## src/rtl/mux32_1_if.sv

```systemverilog
// Bus bundle for the 32:1 bit selector: candidate word, select index,
// combinational result and its registered copy.
interface mux32_1_if;
  logic [31:0] in;
  logic [4:0]  sel;
  logic        out;
  logic        out_q;

  modport master (output in, output sel, input out, input out_q);
  modport slave  (input in, input sel, output out, output out_q);
endinterface

```

## src/rtl/mux32_1.sv

```systemverilog
// 32:1 bit selector built as a 5-level tree of gate-level 2:1 stages,
// with a registered copy of the result behind a synchronous active-low reset.
module mux32_1 #(
  parameter int DELAY = 50
) (
  input  logic    clk,
  input  logic    rst_n,
  mux32_1_if.slave bus
);

  // Heap-ordered tree: node 0 is the root, nodes 31..62 are the leaves in[0..31].
  // The children of node i are 2i+1 (lower candidate) and 2i+2 (upper candidate).
  logic [62:0] node;

  assign node[62:31] = bus.in;

  for (genvar i = 0; i < 31; i++) begin : g_stage
    // Leaf-adjacent stages (i = 15..30) use sel[0]; the root uses sel[4].
    localparam int LVL = 5 - $clog2(i + 2);
    logic s_n;
    logic a0;
    logic a1;

    assign #(DELAY) s_n     = ~bus.sel[LVL];
    assign #(DELAY) a0      = node[2*i+1] & s_n;
    assign #(DELAY) a1      = node[2*i+2] & bus.sel[LVL];
    assign #(DELAY) node[i] = a0 | a1;
  end

  assign bus.out = node[0];

  always_ff @(posedge clk) begin
    if (!rst_n) begin
      bus.out_q <= '0;
    end else begin
      bus.out_q <= bus.out;
    end
  end

endmodule

```

## src/flat_wrapper.sv

```systemverilog
// flat-port wrapper written by rule: the top's interface ports become plain ports
module mux32_1_flat 
#(
  parameter int DELAY = 50
)
  (clk, rst_n, bus_in, bus_sel, bus_out, bus_out_q);
  mux32_1_if bus_i ();
  input  logic clk;
  input  logic rst_n;
  input wire logic [$bits(bus_i.in)-1:0] bus_in;
  input wire logic [$bits(bus_i.sel)-1:0] bus_sel;
  output wire logic [$bits(bus_i.out)-1:0] bus_out;
  output wire logic [$bits(bus_i.out_q)-1:0] bus_out_q;
  assign bus_i.in = bus_in;
  assign bus_i.sel = bus_sel;
  assign bus_out = bus_i.out;
  assign bus_out_q = bus_i.out_q;
  mux32_1 #(.DELAY(DELAY)) u_core (.clk(clk), .rst_n(rst_n), .bus(bus_i));
endmodule
```

## config.mk

```make
export PLATFORM = sky130hd
export DESIGN_NAME = mux32_1_flat
export DESIGN_NICKNAME = d
export VERILOG_FILES = /design/src/rtl/mux32_1_if.sv /design/src/rtl/mux32_1.sv /design/src/flat_wrapper.sv
export SDC_FILE = /design/constraint.sdc
export NUM_CORES = 1
export LEC_CHECK = 0
export CAP_MARGIN = 20
export CELL_PAD_IN_SITES_DETAIL_PLACEMENT = 0
export CELL_PAD_IN_SITES_GLOBAL_PLACEMENT = 1
export CORE_MARGIN = 10
export CORE_UTILIZATION = 14
export CTS_CLUSTER_SIZE = 8
export DETAILED_ROUTE_END_ITERATION = 10
export PLACE_DENSITY_LB_ADDON = 0.1
export SYNTH_ARGS = -nofsm -noshare
export SYNTH_HDL_FRONTEND = slang
export SYNTH_SLANG_ARGS = --single-unit --ignore-timing --ignore-initial --compat-mode --unroll-limit 50000
```

## constraint.sdc

```tcl
create_clock -name clk -period 1.63 [get_ports clk]
set_clock_uncertainty 0.2 [all_clocks]
set_input_delay 0.2445 -clock clk [delete_from_list [all_inputs] [get_ports clk]]
set_output_delay 0.2445 -clock clk [all_outputs]
set_load 0.01 [all_outputs]
```

# Word-level counts from Yosys, hierarchy flattened
# Cells that the tools add are included.
totals:
  regBits: 1
  latch_bits: 0
  mem_bits_rw: 0
  romBits: 0
  n_memories: 0
classes:
  addsub: 0
  multipliers: 0
  div_mod_pow: 0
  magnitude_cmp: 0
  n_eq_ne: 0
  shifts: 0
  mux: 0
  n_bitwise: 98
  reduce_logical: 0
ops:
  columns: ["op", "n"]
  rows:
  - ["1-bit bitwise AND", 62]
  - ["1-bit bitwise OR", 31]
  - ["1-bit NOT", 5]

# Depth between registers and ports, before layout
logic_depth:
  word_depth: 11
  depth_mapped: 6

# Worst setup path before layout
# OpenSTA, ideal clock, no wires.
synth_path:
  kind: "input to output"
  startpoint: "input port bus_sel[0]"
  endpoint: "output port bus_out"
  t_arrival_ps: 1265
  t_required_ps: 1185
  slack_ps: -80
  cell_stages: 6
  path_buffers: 1
  cell_sequence: "buf_6 mux2i_1 a22o_1 a2111oi_2 a22oi_1 nand3_1"
synth_via:
  elab_chain_cells: 11
  elab_cells_between_ends: 94
  cone_classes: "94 x bitwise"
synth_lines:
  columns: ["element", "line_no", "text"]
  rows:
  - ["start: declaration", "flat_wrapper.sv:11", "input wire logic [$bits(bus_i.sel)-1:0] bus_sel;"]
  - ["1-bit NOT", "mux32_1.sv:24", "assign #(DELAY) s_n = ~bus.sel[LVL];"]
  - ["1-bit bitwise AND", "mux32_1.sv:25", "assign #(DELAY) a0 = node[2*i+1] & s_n;"]
  - ["1-bit bitwise OR", "mux32_1.sv:27", "assign #(DELAY) node[i] = a0 | a1;"]
  - ["1-bit bitwise AND, on equally long branches", "mux32_1.sv:25, mux32_1.sv:26", null]
  - ["1-bit bitwise OR", "mux32_1.sv:27", null]
  - ["1-bit bitwise AND, on equally long branches", "mux32_1.sv:25, mux32_1.sv:26", null]
  - ["1-bit bitwise OR", "mux32_1.sv:27", null]
  - ["1-bit bitwise AND, on equally long branches", "mux32_1.sv:25, mux32_1.sv:26", null]
  - ["1-bit bitwise OR", "mux32_1.sv:27", null]
  - ["1-bit bitwise AND, on equally long branches", "mux32_1.sv:25, mux32_1.sv:26", null]
  - ["1-bit bitwise OR *", "mux32_1.sv:27", null]
  - ["end: declaration", "flat_wrapper.sv:12", "output wire logic [$bits(bus_i.out)-1:0] bus_out;"]
# Every way passes the cells marked *; elsewhere a longest branch is shown, timed or not.

# Worst setup path in the final report
layout_path:
  startpoint: "input port bus_sel[1]"
  endpoint: "output port bus_out"
layout_via:
  elab_chain_cells: 9
  elab_cells_between_ends: 46
  cone_classes: "46 x bitwise"
layout_lines:
  columns: ["element", "line_no"]
  rows:
  - ["1-bit NOT", "mux32_1.sv:24"]
  - ["1-bit bitwise AND", "mux32_1.sv:25"]
  - ["1-bit bitwise OR", "mux32_1.sv:27"]
  - ["1-bit bitwise AND, on equally long branches", "mux32_1.sv:25, mux32_1.sv:26"]
  - ["1-bit bitwise OR", "mux32_1.sv:27"]
  - ["1-bit bitwise AND, on equally long branches", "mux32_1.sv:25, mux32_1.sv:26"]
  - ["1-bit bitwise OR", "mux32_1.sv:27"]
  - ["1-bit bitwise AND, on equally long branches", "mux32_1.sv:25, mux32_1.sv:26"]
  - ["1-bit bitwise OR *", "mux32_1.sv:27"]
# Marked as above.

==> impl_metrics.py <==
metrics = {
    "final_layout": {
        "num-fill-cells": 276,
        "n_antenna_cell": 0,
        "largest_register": "u_core.bus.out_q",
        "largest_reg_flops": 1,
        "drive_gt1_frac": 0.3646,
        "top_regs": "u_core.bus.out_q: 1 flops",
        "fin_area_sq_um": 974.7,
        "fin_nets": 137,
        "instances_no_fill": 126,
        "synthToLayoutAreaGrowth_pct": 179.2,
        "fin_util": 0.4007,
    },
    "logic_synthesis": {
        "yosysWarningCount": 0,
        "avgSynthCellArea_sq_um": 7.934,
        "synth_nets": 83,
        "synth-seq-area-share": 0.05735,
        "syn-instance-count": 44,
        "yosysUniqueCellTypes": 16,
        "ys_ff_latch": 1,
        "syn-cell-area_sq_um": 349.1,
    },
    "routing": {
        "detail_route.wirelength_mm": 1.682,
        "first_iter_violations": 5,
        "first_pass_iters": 4,
        "drc_errors": 0,
        "antenna_left": 0,
        "viasPerCell": 4.254,
        "wl_per_cell_um": 13.35,
        "vias": 536,
    },
    "pwr": {
        "seqPwrFrac": 0.114,
        "report.power.total_mw": 0.2463,
        "p_leak_nw": 0.5474,
        "clkPwrFrac": 0,
        "sw_frac_of_total": 0.3112,
        "switchingPower_mw": 0.07665,
        "peakVddDrop_mv": 0.1160,
        "p_per_area_nw_per_um2": 252.7,
        "internal_power_mw": 0.1696,
        "combPwrFrac": 0.886,
    },
    "critical_path": {
        "critPathKind": "in2out",
        "crit_start": "bus_sel[1]",
        "cp_data_arrival_time_ps": 1250,
        "cp_max_fo": 3,
        "crit_required_ps": 1190,
        "critical_path.endpoint": "bus_out",
        "crit_path_end_kind": "primary output",
        "cp-start-kind": "primary input",
    },
    "grt": {
        "grt_pass1_wl_mm": 2.746,
        "grt_usage": 0.06302,
        "grt_max_degree": 8,
        "overflow": 0,
        "antenna_found_initial": 0,
        "grt_pass1_vias": 592,
    },
    "floorplan": {
        "die_w_um": 69.94,
        "die_y_um": 69.94,
        "core_area_sq_um": 2432,
        "die_area_sq_um": 4891,
        "rows": 18,
        "initial_utilization": 0.1435,
        "pin_count": 41,
    },
    "timing": {
        "max_slew_margin": 0.8319,
        "setup_ws_ps": -69.39,
        "setup_viol_count_final": 1,
        "rsz0062_at_grt": "yes",
        "worst_pin_slew_ps": 252.2,
        "hold_viol": 0,
        "fin_crit_ps": 1699,
        "max_freq_ghz": 0.5884,
        "final.period_utilization": 1.043,
        "fin_setup_tns_ps": -69.39,
        "final_max_slew_viol_count": 0,
        "whs_ps": 524.1,
    },
    "outcome": {
        "failed_checks": "negative setup slack",
        "outcome": "complete, but fails checks",
    },
    "placement": {
        "dp_slack_ps": -1062,
        "numPortBuffers": 40,
        "placed_area_sq_um": 873.3,
        "placed_cells": 126,
        "place_congestion": 0.6763,
        "hpwl_mm": 1.475,
    },
    "clock_network": {
        "clk_pin_slew_ps": 0,
        "cts_hold_buf": 0,
    },
    "hold_path": {
        "hold_path.class": "in2reg",
    },
    "job": {
        "cap_violations": 0,
    },
}
-- routing by layer --
layer  share of wire  GRT usage  routed length, um  up-vias
li1                -          -                  -      274
met2            0.50     0.1067                838       21
met4               0          0                  0        0
met5               0          0                  0        -
met1            0.43    0.08333                719      241
met3           0.074    0.01412                124        0
-- cells by family after synthesis --
logic type,synth area share
muxes,0.4588
and+or+nand+nor,0.1863
AOI/OAI and AO/OA,0.2330
buffers and inverters,0.06451
DFF,0.05735
-- power by group through the flow --
stage / Combinational [mW] / Clock [mW] / Sequential [mW]
after floorplan: 0.0681 / 0 / 0.0295
after global placement: 0.209 / 0 / 0.0281
after detailed placement: 0.210 / 0 / 0.0282
after CTS: 0.214 / 0 / 0.0282
after global routing: 0.238 / 0 / 0.0284
final: 0.218 / 0 / 0.0282
-- layout make-up --
type                       count  area, sq um  share of cell area
inverter                       1        3.754            0.003851
multi-input combinational     40        381.6              0.3915
sequential                     1        20.02             0.02054
tap                           30        37.54             0.03851
timing repair buffer          54        531.8              0.5456
-- critical path: stages --
cell	delay, ps
buf_4	130
and2_4	140
buf_6	110
a22o_1	210
a21oi_2	130
a22oi_2	100
nand3_1	70
buf_2	130
-- timing repair --
action	in CTS	in global routing
setup buffers	1	0
endpoints found under the setup margin	2	2
gates resized for setup	42	40
pin swaps	13	12
hold endpoints to repair	0	0
-- synth_stat cells --
library cell | count | area share
and2_1 | 1 | 0.018
buf_4 | 1 | 0.022
a22oi_1 | 3 | 0.065
nor2b_1 | 2 | 0.036
nor2_1 | 1 | 0.011
a2111oi_2 | 1 | 0.043
nand3_1 | 3 | 0.043
mux2i_1 | 16 | 0.46
a21oi_1 | 4 | 0.057
dfxtp_1 | 1 | 0.057
inv_1 | 1 | 0.011
nand2_1 | 4 | 0.043
buf_6 | 1 | 0.032
a22o_1 | 2 | 0.050
a31oi_1 | 1 | 0.018
nand2b_1 | 2 | 0.036
-- placed cells by master, fill, tap and decap left out --
master,count
dlymetal6s2s_1,15
buf_4,13
mux2i_1,12
clkdlybuf4s50_1,8
dlygate4sd2_1,5
nand2_1,4
clkdlybuf4s15_1,4
clkbuf_2,4
mux2i_2,3
a21oi_1,3
a22oi_2,2
nand3_1,2
nand2b_1,2
a22o_1,2
buf_6,2
nor2b_2,1
and2_4,1
nor2b_4,1
nor2_4,1
a22oi_1,1
nand3_2,1
mux2i_4,1
a21oi_2,1
a2111oi_4,1
inv_1,1
a31oi_1,1
buf_12,1
buf_2,1
buf_8,1
dfxtp_1,1
-- worst min-delay path by stage --
stage | start | to | cells after the start | slack [ps]
after floorplan | rst_n | u_core.bus.out_q | 2 | 150
after global placement | rst_n | u_core.bus.out_q | 3 | 580
after detailed placement | rst_n | u_core.bus.out_q | 3 | 580
after CTS | rst_n | u_core.bus.out_q | 3 | 590
after global routing | bus_in[3] | u_core.bus.out_q | 5 | 590
final | bus_in[3] | u_core.bus.out_q | 5 | 520
(Power assumes the default switching activity.)
